===== config.mk =====
export PLATFORM = sky130hd
export DESIGN_NAME = counter_load_rx
export DESIGN_NICKNAME = d
export VERILOG_FILES = /design/src/rtl/counter_load_rx_pkg.sv /design/src/rtl/counter_load_rx_sync_edge.sv /design/src/rtl/counter_load_rx.sv
export SDC_FILE = /design/constraint.sdc
export NUM_CORES = 1
export LEC_CHECK = 0
export CAP_MARGIN = 20
export CORE_MARGIN = 2
export CORE_UTILIZATION = 55
export DETAILED_ROUTE_END_ITERATION = 8
export GPL_TIMING_DRIVEN = 1
export PLACE_DENSITY_LB_ADDON = 0.25
export SKIP_CTS_REPAIR_TIMING = 1
export SLEW_MARGIN = 20
export SYNTH_ARGS = -nofsm -noshare
export SYNTH_HDL_FRONTEND = slang
export SYNTH_SLANG_ARGS = --single-unit

===== constraint.sdc =====
create_clock -name clk -period 1.92 [get_ports clk]
set_input_delay 0.192 -clock clk [delete_from_list [all_inputs] [get_ports clk]]
set_output_delay 0.192 -clock clk [all_outputs]
set_load 0.01 [all_outputs]

===== src/rtl/counter_load_rx_pkg.sv =====
// Shared definitions for the serial load-command receiver.
// Optional feature macro: COUNTER_LOAD_PARITY_EN (appends an even-parity bit to each frame).
package counter_pkg;

    localparam int DATA_W_DEF = 8;

    typedef enum logic [1:0] {
        IDLE  = 2'd0,
        SHIFT = 2'd1,
        ARMED = 2'd2,
        ERROR = 2'd3
    } rx_state_t;

`ifdef COUNTER_LOAD_PARITY_EN
    localparam int PARITY_BITS = 1;
`else
    localparam int PARITY_BITS = 0;
`endif

    localparam int FRAME_LEN_DEF = DATA_W_DEF + PARITY_BITS;

    // XOR-reduce of a zero-extended vector: 0 means an even number of ones.
    function automatic logic parity_of(input logic [31:0] vec);
        return ^vec;
    endfunction

endpackage


===== src/rtl/counter_load_rx_sync_edge.sv =====
// Multi-flop synchroniser for one asynchronous pin, followed by a history
// flop for edge detection. Edge events are registered single-cycle pulses.
module sync_edge #(
    parameter int   SYNC_STAGES = 2,
    parameter logic RESET_VAL   = 1'b0
) (
    input  logic clk,
    input  logic rst_n,
    input  logic i_pin,
    output logic o_level,
    output logic o_rise,
    output logic o_fall
);

    logic [SYNC_STAGES-1:0] r_sync;
    logic                   r_hist;
    logic                   r_rise;
    logic                   r_fall;

    // Shift the pin through the synchroniser and register edge events.
    always_ff @(posedge clk or negedge rst_n) begin
        if (!rst_n) begin
            r_sync <= {SYNC_STAGES{RESET_VAL}};
            r_hist <= RESET_VAL;
            r_rise <= 1'b0;
            r_fall <= 1'b0;
        end else begin
            r_sync <= {r_sync[SYNC_STAGES-2:0], i_pin};
            r_hist <= r_sync[SYNC_STAGES-1];
            r_rise <= r_sync[SYNC_STAGES-1] & ~r_hist;
            r_fall <= ~r_sync[SYNC_STAGES-1] & r_hist;
        end
    end

    assign o_level = r_sync[SYNC_STAGES-1];
    assign o_rise  = r_rise;
    assign o_fall  = r_fall;

endmodule


===== src/rtl/counter_load_rx.sv =====
// Serial load-command receiver feeding the loadable counter.
// Deserialises one MSB-first frame per ser_cs_n assertion and issues a
// single-cycle load strobe; malformed frames raise a frame_err strobe.
// Optional feature macro: COUNTER_LOAD_PARITY_EN (frame carries a trailing even-parity bit).
module counter_load_rx
    import counter_pkg::*;
#(
    parameter int DATA_W      = DATA_W_DEF,
    parameter int SYNC_STAGES = 2
) (
    input  logic              clk,
    input  logic              rst_n,
    input  logic              ser_cs_n,
    input  logic              ser_clk,
    input  logic              ser_data,
    output logic              load_en,
    output logic [DATA_W-1:0] load_val,
    output logic              frame_err,
    output logic              busy
);

    localparam int FRAME_LEN = DATA_W + PARITY_BITS;
    localparam int CNT_W     = $clog2(DATA_W + 2);
    localparam int FILL_W    = $clog2(SYNC_STAGES + 1);

    localparam logic [CNT_W-1:0]  CNT_LAST = CNT_W'(FRAME_LEN - 1);
    localparam logic [CNT_W-1:0]  CNT_MAX  = CNT_W'(DATA_W + 1);
    localparam logic [FILL_W-1:0] FILL_MAX = FILL_W'(SYNC_STAGES);

    // Synchronised pin levels and edge events.
    logic w_cs_level, w_cs_rise, w_cs_fall;
    logic w_clk_level, w_sclk_rise, w_clk_fall;
    logic w_data_level, w_data_rise, w_data_fall;
    logic w_unused;

    // Registered state.
    rx_state_t             r_state;
    logic [CNT_W-1:0]      r_count;
    logic [FRAME_LEN-1:0]  r_shift;
    logic [DATA_W-1:0]     r_load_val;
    logic                  r_load_en;
    logic                  r_frame_err;
    logic                  r_busy;
    logic [FILL_W-1:0]     r_fill;
    logic                  r_cs_armed;

    // Next-state values.
    rx_state_t             w_state_nxt;
    logic [CNT_W-1:0]      w_count_nxt;
    logic [FRAME_LEN-1:0]  w_shift_nxt;
    logic [DATA_W-1:0]     w_load_val_nxt;
    logic                  w_load_en_nxt;
    logic                  w_frame_err_nxt;

    sync_edge #(.SYNC_STAGES(SYNC_STAGES), .RESET_VAL(1'b1)) u_sync_cs (
        .clk     (clk),
        .rst_n   (rst_n),
        .i_pin   (ser_cs_n),
        .o_level (w_cs_level),
        .o_rise  (w_cs_rise),
        .o_fall  (w_cs_fall)
    );

    sync_edge #(.SYNC_STAGES(SYNC_STAGES), .RESET_VAL(1'b0)) u_sync_clk (
        .clk     (clk),
        .rst_n   (rst_n),
        .i_pin   (ser_clk),
        .o_level (w_clk_level),
        .o_rise  (w_sclk_rise),
        .o_fall  (w_clk_fall)
    );

    sync_edge #(.SYNC_STAGES(SYNC_STAGES), .RESET_VAL(1'b0)) u_sync_data (
        .clk     (clk),
        .rst_n   (rst_n),
        .i_pin   (ser_data),
        .o_level (w_data_level),
        .o_rise  (w_data_rise),
        .o_fall  (w_data_fall)
    );

    assign w_unused = ^{w_clk_level, w_clk_fall, w_data_rise, w_data_fall};

    // Track synchroniser fill after reset; a frame may only start once cs_n
    // has genuinely been seen high, so a frame cut by reset is not resumed.
    always_ff @(posedge clk or negedge rst_n) begin
        if (!rst_n) begin
            r_fill     <= {FILL_W{1'b0}};
            r_cs_armed <= 1'b0;
        end else begin
            r_fill     <= (r_fill == FILL_MAX) ? r_fill : r_fill + FILL_W'(1);
            r_cs_armed <= r_cs_armed | ((r_fill == FILL_MAX) & w_cs_level);
        end
    end

    // FSM next-state, shift, count and output-strobe decode.
    always_comb begin
        w_state_nxt     = r_state;
        w_count_nxt     = r_count;
        w_shift_nxt     = r_shift;
        w_load_val_nxt  = r_load_val;
        w_load_en_nxt   = 1'b0;
        w_frame_err_nxt = 1'b0;
        case (r_state)
            IDLE: begin
                if (w_cs_fall && r_cs_armed) begin
                    w_state_nxt = SHIFT;
                    w_count_nxt = {CNT_W{1'b0}};
                end else begin
                    w_state_nxt = IDLE;
                end
            end
            SHIFT: begin
                if (w_cs_rise) begin
                    // Any cs rise before the full frame is a short frame.
                    w_state_nxt     = IDLE;
                    w_frame_err_nxt = 1'b1;
                end else if (w_sclk_rise) begin
                    w_shift_nxt = {r_shift[FRAME_LEN-2:0], w_data_level};
                    w_count_nxt = (r_count == CNT_MAX) ? r_count : r_count + CNT_W'(1);
                    if (r_count == CNT_LAST) begin
                        w_state_nxt = ARMED;
                    end else begin
                        w_state_nxt = SHIFT;
                    end
                end else begin
                    w_state_nxt = SHIFT;
                end
            end
            ARMED: begin
                if (w_cs_rise) begin
                    w_state_nxt = IDLE;
`ifdef COUNTER_LOAD_PARITY_EN
                    if (parity_of(32'(r_shift)) == 1'b0) begin
                        w_load_val_nxt = r_shift[FRAME_LEN-1:1];
                        w_load_en_nxt  = 1'b1;
                    end else begin
                        w_frame_err_nxt = 1'b1;
                    end
`else
                    w_load_val_nxt = r_shift;
                    w_load_en_nxt  = 1'b1;
`endif
                end else if (w_sclk_rise) begin
                    w_state_nxt = ERROR;
                end else begin
                    w_state_nxt = ARMED;
                end
            end
            ERROR: begin
                if (w_cs_rise) begin
                    w_state_nxt     = IDLE;
                    w_frame_err_nxt = 1'b1;
                end else begin
                    w_state_nxt = ERROR;
                end
            end
            default: begin
                w_state_nxt = IDLE;
            end
        endcase
    end

    // Register FSM state, datapath and output strobes.
    always_ff @(posedge clk or negedge rst_n) begin
        if (!rst_n) begin
            r_state     <= IDLE;
            r_count     <= {CNT_W{1'b0}};
            r_shift     <= {FRAME_LEN{1'b0}};
            r_load_val  <= {DATA_W{1'b0}};
            r_load_en   <= 1'b0;
            r_frame_err <= 1'b0;
            r_busy      <= 1'b0;
        end else begin
            r_state     <= w_state_nxt;
            r_count     <= w_count_nxt;
            r_shift     <= w_shift_nxt;
            r_load_val  <= w_load_val_nxt;
            r_load_en   <= w_load_en_nxt;
            r_frame_err <= w_frame_err_nxt;
            r_busy      <= (w_state_nxt != IDLE);
        end
    end

    assign load_en   = r_load_en;
    assign load_val  = r_load_val;
    assign frame_err = r_frame_err;
    assign busy      = r_busy;

endmodule


==> results of run 1 <==
cells by family (layout without fill, tap and decap cells):
logic type,count (synthesis),in the layout,share of synthesized area [%]
DFF,39,39,62.4
and+or+nand+nor,23,23,10.1
muxes,16,16,13.4
buffers and inverters,7,28,3.03
adders and majority gates,3,3,2.39
AOI/OAI and AO/OA,20,20,8.13
xor gates and xnor gates,1,1,0.558
critical path, delay by kind of cell, from the launching register on:
kind	cells	cell delay (ns)
flops	1	0.54
mux	1	0.31
simple gates	2	0.69
cell type report:
cell class,instances,area (um^2)
Timing Repair Buffer,16,155
Inverter,4,15.0
Sequential cell,39,980
Clock buffer,5,37.5
Multi-Input combinational cell,63,543
Fill cell,217,921
Tap cell,31,38.8
Clock inverter,3,43.8
routing by layer:
metal / vias up / GRT usage, % / wire [um]
met3: 5 / 4.76 / 92
met1: 447 / 22.8 / 1040
met5: - / 0 / 0
met4: 0 / 7.97 / 28
met2: 19 / 25.0 / 1120
li1: 427 / - / -
power by group through the flow:
stage	Sequential [mW]	Clock (mW)	Combinational, mW
floorplan	0.991	0	0.188
global placement	1.02	0	0.230
detailed placement	1.02	0	0.233
CTS	1.01	0.551	0.234
global route	1.03	0.584	0.259
finish	1.01	0.528	0.230
state kept, by name (all words and copies together), names as in the netlist:
signal / count
busy: 1
frame_err: 1
load_en: 1
load_val: 8
r_count: 4
r_cs_armed: 1
r_fill: 2
r_shift: 8
r_state: 2
u_sync_clk.o_rise: 1
u_sync_clk.r_hist: 1
u_sync_clk.r_sync: 2
u_sync_cs.o_fall: 1
u_sync_cs.o_rise: 1
u_sync_cs.r_hist: 1
u_sync_cs.r_sync: 2
u_sync_data.r_sync: 2
synth_stat cells:
cell type	number	area, um^2
a21o_2	1	8.76
buf_2	1	5.00
nand2_1	2	7.51
nand4_1	1	6.26
buf_12	1	20.0
a31oi_1	1	6.26
nor3b_1	1	7.51
nor2_1	3	11.3
o21ba_2	1	10.0
buf_4	1	7.51
nand3_1	2	10.0
a21o_1	1	7.51
and3_1	1	6.26
and2_2	2	15.0
a211o_1	1	8.76
nor3b_4	1	18.8
nand3_2	1	10.0
ha_1	3	37.5
nand3b_1	1	7.51
mux2_2	8	90.1
a21oi_1	5	25.0
inv_1	4	15.0
or2_2	1	6.26
dfstp_2	3	78.8
o311ai_0	1	8.76
xnor2_1	1	8.76
and2_4	1	8.76
nor2b_1	4	25.0
mux2_4	8	120
o21a_1	1	7.51
a211oi_1	1	7.51
nand4b_1	1	8.76
o21ai_0	6	30.0
and4_2	1	10.0
o211ai_1	1	7.51
dfrtp_1	36	901
per-stage QoR:
step / std cells / worst slack [ns] / cell area (um^2) / hold WS [ns]
detailed placement: 152 / 0.299 / 1720 / 0.334
global placement: 152 / 0.347 / 1720 / 0.324
global route: 161 / 0.170 / 1810 / 0.237
finish: 161 / 0.266 / 1810 / 0.256
CTS: 160 / 0.272 / 1800 / -0.0456
floorplan: 109 / 0.497 / 1570 / -0.104
final timing paths:
path | cells past startpoint | end
hold / removal | 1 | u_sync_cs.r_sync[0]
min in group asynchronous | 2 | load_val[5]
hold reg to reg | 0 | u_sync_data.r_sync[1]
setup reg to reg | 3 | r_shift[7]
setup / recovery | 3 | r_shift[7]
max in group asynchronous | 2 | frame_err
==> impl_metrics.json, run 1 <==
{
  "finalSetupViolCount": 0,
  "yosys_warnings": 0,
  "rr_startpoint": "r_state[1]",
  "grt_use_total_pct": 16.8,
  "dp_hpwl_um": 1600,
  "p_switching_uw": 430,
  "worst-path-max-fanout": 12,
  "gp_congestion": 0.745,
  "grt_max_degree": 40,
  "drc": 0,
  "rsz0062_at_grt": "false",
  "slew_viol_final": 0,
  "coreArea_mm2": 0.00273,
  "synth_cell_types": 36,
  "status": "completed",
  "diodes": 0,
  "die_width_um": 57.4,
  "critPathKind": "reg2reg",
  "slowest_delay_ns": 0.54,
  "power.density_mw_per_mm2": 974,
  "synth_nets": 117,
  "p_total_mw": 1.77,
  "start_util_pct": 57.4,
  "via_per_inst": 5.58,
  "hold_violations": 0,
  "fin_crit_sh_pct": 86.1,
  "start_kind": "flip-flop",
  "fmax_mhz": 605,
  "drive_gt1_share_pct": 28.5,
  "grt_pass1_vias": 888,
  "die_h_um": 57.4,
  "first_pass_iters": 4,
  "cts_tree": "yes",
  "crit_path_end_kind": "flip-flop",
  "clk_latency_ns": 0.34,
  "post-route-util_pct": 66.3,
  "seqPwrFrac_pct": 57.0,
  "worstSetupStartpoint": "r_state[1]",
  "synth_area_mm2": 0.00157,
  "p_clk_share_pct": 29.9,
  "antenna_found_initial": 0,
  "finalNetCount": 137,
  "hp-start": "ser_cs_n",
  "cts_sinks": 39,
  "core.rowCount": 19,
  "internal_power_mw": 1.33,
  "vias": 898,
  "final_common_cell": "dfrtp_1",
  "routed_wirelength_um": 2270,
  "seq_area_frac_synth_pct": 62.4,
  "layout.cells.most_common_list": "dfrtp_1 (36), clkdlybuf4s50_1 (14), mux2_4 (8), mux2_2 (8), o21ai_0 (6)",
  "io_buffers": 15,
  "worst_hold_path_type": "in2reg",
  "cts_root_buf": "clkbuf_4",
  "clk_pin_slew_ns": 0.11,
  "p_comb_share_pct": 13.1,
  "ant_nets": 0,
  "critical_path.slowest_cell": "dfrtp_1",
  "avgSynthCellArea_um2": 14.4,
  "overflow": 0,
  "worst_pin_slew_ns": 0.806,
  "power_leakage_nw": 0.845,
  "min_period_ns": 1.65,
  "die_area_mm2": 0.00330,
  "numCtsBuffers": 5,
  "area_delta_synth_final_pct": 15.5,
  "clock_skew_ns": 0.00833,
  "clock_path_buffers": 2,
  "ios": 16,
  "cap_violations": 0,
  "slew_headroom_pct": 46.3,
  "peakVddDrop_mv": 0.700,
  "syn_inst": 109,
  "crit_path_cell_trace": "nor3b_4, and2_4, mux2_4",
  "routedWlPerCell_um": 14.1,
  "cp.arrival_ns": 1.88,
  "ff2ff_setup_slack_ns": 0.27,
  "tns_ns": 0,
  "h-tree-depth": 2,
  "sw_frac_of_total_pct": 24.4,
  "drtIter0Drc": 10,
  "grt_first_pass_wirelength_um": 4070,
  "cp_data_required_time_ns": 2.15,
  "ys_ff_latch": 39
}
Power figures use the tool's default switching activity.
==> run 2, diff against run 1 <==
--- a/config.mk
+++ b/config.mk
@@ -6,9 +6,13 @@
 export NUM_CORES = 1
 export LEC_CHECK = 0
 export CAP_MARGIN = 20
+export CELL_PAD_IN_SITES_DETAIL_PLACEMENT = 1
+export CELL_PAD_IN_SITES_GLOBAL_PLACEMENT = 2
 export CORE_MARGIN = 2
-export CORE_UTILIZATION = 55
+export CORE_UTILIZATION = 39
+export CTS_CLUSTER_SIZE = 25
 export DETAILED_ROUTE_END_ITERATION = 8
+export GPL_ROUTABILITY_DRIVEN = 0
 export GPL_TIMING_DRIVEN = 1
 export PLACE_DENSITY_LB_ADDON = 0.25
 export SKIP_CTS_REPAIR_TIMING = 1
==> run 2 against run 1 <==
- largest cell class unchanged
- via count fell by 1.6%
- power rose by 0.80%
- combinational power grew 2%
- setup slack gained 0.0058 ns
- die area grew 38%
- clock power up 0.8%
- routed wire length grew 17%
- critical path depth unchanged
- hold slack got worse by 0.25 ns
- cell area up 0.76%
- largest power group unchanged
- global-route usage fell by 2.7 points
- clock-buffer cell count is 2 higher
==> impl_metrics.json, run 2 (same netlist as run 1, synthesis figures left out) <==
{
  "worst-path-max-fanout": 12,
  "routedWlPerCell_um": 14.8,
  "cts_tree": "yes",
  "place_area_mm2": 0.00175,
  "grt_max_degree": 40,
  "post-place-ws_ns": 0.297,
  "min_period_ns": 1.65,
  "grt_first_pass_wirelength_um": 4640,
  "fmax_mhz": 607,
  "diodes": 0,
  "cts_sinks": 39,
  "power.density_mw_per_mm2": 974,
  "fin_crit_sh_pct": 85.8,
  "h-tree-depth": 2,
  "vias": 884,
  "die_area_mm2": 0.00455,
  "status": "completed",
  "worst_pin_slew_ns": 0.851,
  "io_buffers": 15,
  "top_usage_layer": "met2",
  "worst_hold_path_type": "in2async",
  "antenna_found_initial": 0,
  "rsz0062_at_grt": "false",
  "setup_slack_ns": 0.272,
  "crit_path_end_kind": "flip-flop",
  "final_area_mm2": 0.00183,
  "peakVddDrop_mv": 0.554,
  "p_total_mw": 1.78,
  "sw_frac_of_total_pct": 26.1,
  "p_clk_share_pct": 29.9,
  "power_leakage_nw": 0.837,
  "clk_pin_slew_ns": 0.07,
  "overflow": 0,
  "fill_cells": 404,
  "via_per_inst": 4.94,
  "numCtsBuffers": 5,
  "clock_skew_ns": 0.0112,
  "core.rowCount": 23,
  "grt_use_total_pct": 14.1,
  "finalNetCount": 136,
  "die_h_um": 67.5,
  "layout.cells.most_common_list": "dfrtp_1 (36), clkdlybuf4s50_1 (14), mux2_4 (8), mux2_2 (8), o21ai_0 (6)",
  "grt_util_met3_pct": 6.00,
  "p_switching_uw": 464,
  "slew_viol_final": 0,
  "start_util_pct": 39.8,
  "first_pass_iters": 4,
  "critPathKind": "reg2reg",
  "dp_hpwl_um": 1810,
  "cap_violations": 0,
  "ant_nets": 0,
  "start_kind": "flip-flop",
  "coreArea_mm2": 0.00394,
  "drtIter0Drc": 47,
  "tns_ns": 0,
  "hold_violations": 0,
  "routed_wirelength_um": 2660,
  "ios": 16,
  "drive_gt1_share_pct": 27.1,
  "clock_path_buffers": 2,
  "grt_pass1_vias": 935,
  "internal_power_mw": 1.32,
  "slew_headroom_pct": 43.2,
  "area_delta_synth_final_pct": 16.3,
  "drc": 0,
  "cp_data_required_time_ns": 2.09,
  "final_common_cell": "dfrtp_1",
  "finalSetupViolCount": 0,
  "seqPwrFrac_pct": 56.9,
  "cts_root_buf": "clkbuf_8",
  "cp.arrival_ns": 1.82,
  "die_width_um": 67.5,
  "groute.layer.met1.usage_pct": 19.2,
  "gr-usage-met2_pct": 19.9,
  "p_comb_share_pct": 13.2,
  "clk_latency_ns": 0.29
}
run 2: cell count changes in the layout (fill, tap and decap cells not counted), sizes merged:
cell and change:
clkinv -1, bufinv -1, clkbuf +2, dlygate4sd3 -1
run 2: final timing paths:
path                       slack (ns)                   end                  from  cells past startpoint
max in group asynchronous        1.37           load_val[4]                 rst_n                      1
hold reg to reg                  0.35  u_sync_clk.r_sync[1]  u_sync_clk.r_sync[0]                      0
min in group clk                 0.31   u_sync_cs.r_sync[0]              ser_cs_n                      1
setup / recovery                 0.27            r_shift[4]            r_state[1]                      3
setup reg to reg                 0.27            r_shift[4]            r_state[1]                      3
hold / removal                  0.007      u_sync_cs.o_rise                 rst_n                      1
run 2: cell type report:
cell class | instances | area, um^2 | area share, %
Sequential cell | 39 | 980 | 53.6
Timing Repair Buffer | 15 | 145 | 7.95
Clock buffer | 7 | 76.3 | 4.18
Tap cell | 50 | 62.6 | 3.42
Clock inverter | 1 | 5.00 | 0.274
Inverter | 4 | 15.0 | 0.822
Multi-Input combinational cell | 63 | 543 | 29.7
run 2: worst max-delay path, cell delays in order, from the launching register on:
cell     delay (ns)
dfrtp_1        0.53
nor3b_4        0.38
and2_4         0.30
mux2_4         0.31
run 2: layer usage:
metal | vias to the layer above | wire length (um)
li1 | 417 | -
met1 | 449 | 1340
met2 | 15 | 1180
met3 | 3 | 100
met4 | 0 | 34
met5 | - | 0
run 2: per-stage QoR:
step	util (%)	std cells	hold slack, ns
2_1_floorplan	-	109	-0.104
3_3_place_gp	44.3	171	0.336
3_5_place_dp	44.3	171	0.339
4_1_cts	46.3	179	0.0319
5_1_grt	46.3	179	0.0476
6_report	46.3	179	0.00661
run 2: power by group through the flow:
stage / Clock, mW / Combinational (mW) / Sequential (mW)
detailed placement: 0 / 0.239 / 1.03
CTS: 0.549 / 0.240 / 1.01
finish: 0.532 / 0.234 / 1.01
global placement: 0 / 0.229 / 1.02
global route: 0.586 / 0.267 / 1.03
floorplan: 0 / 0.188 / 0.991
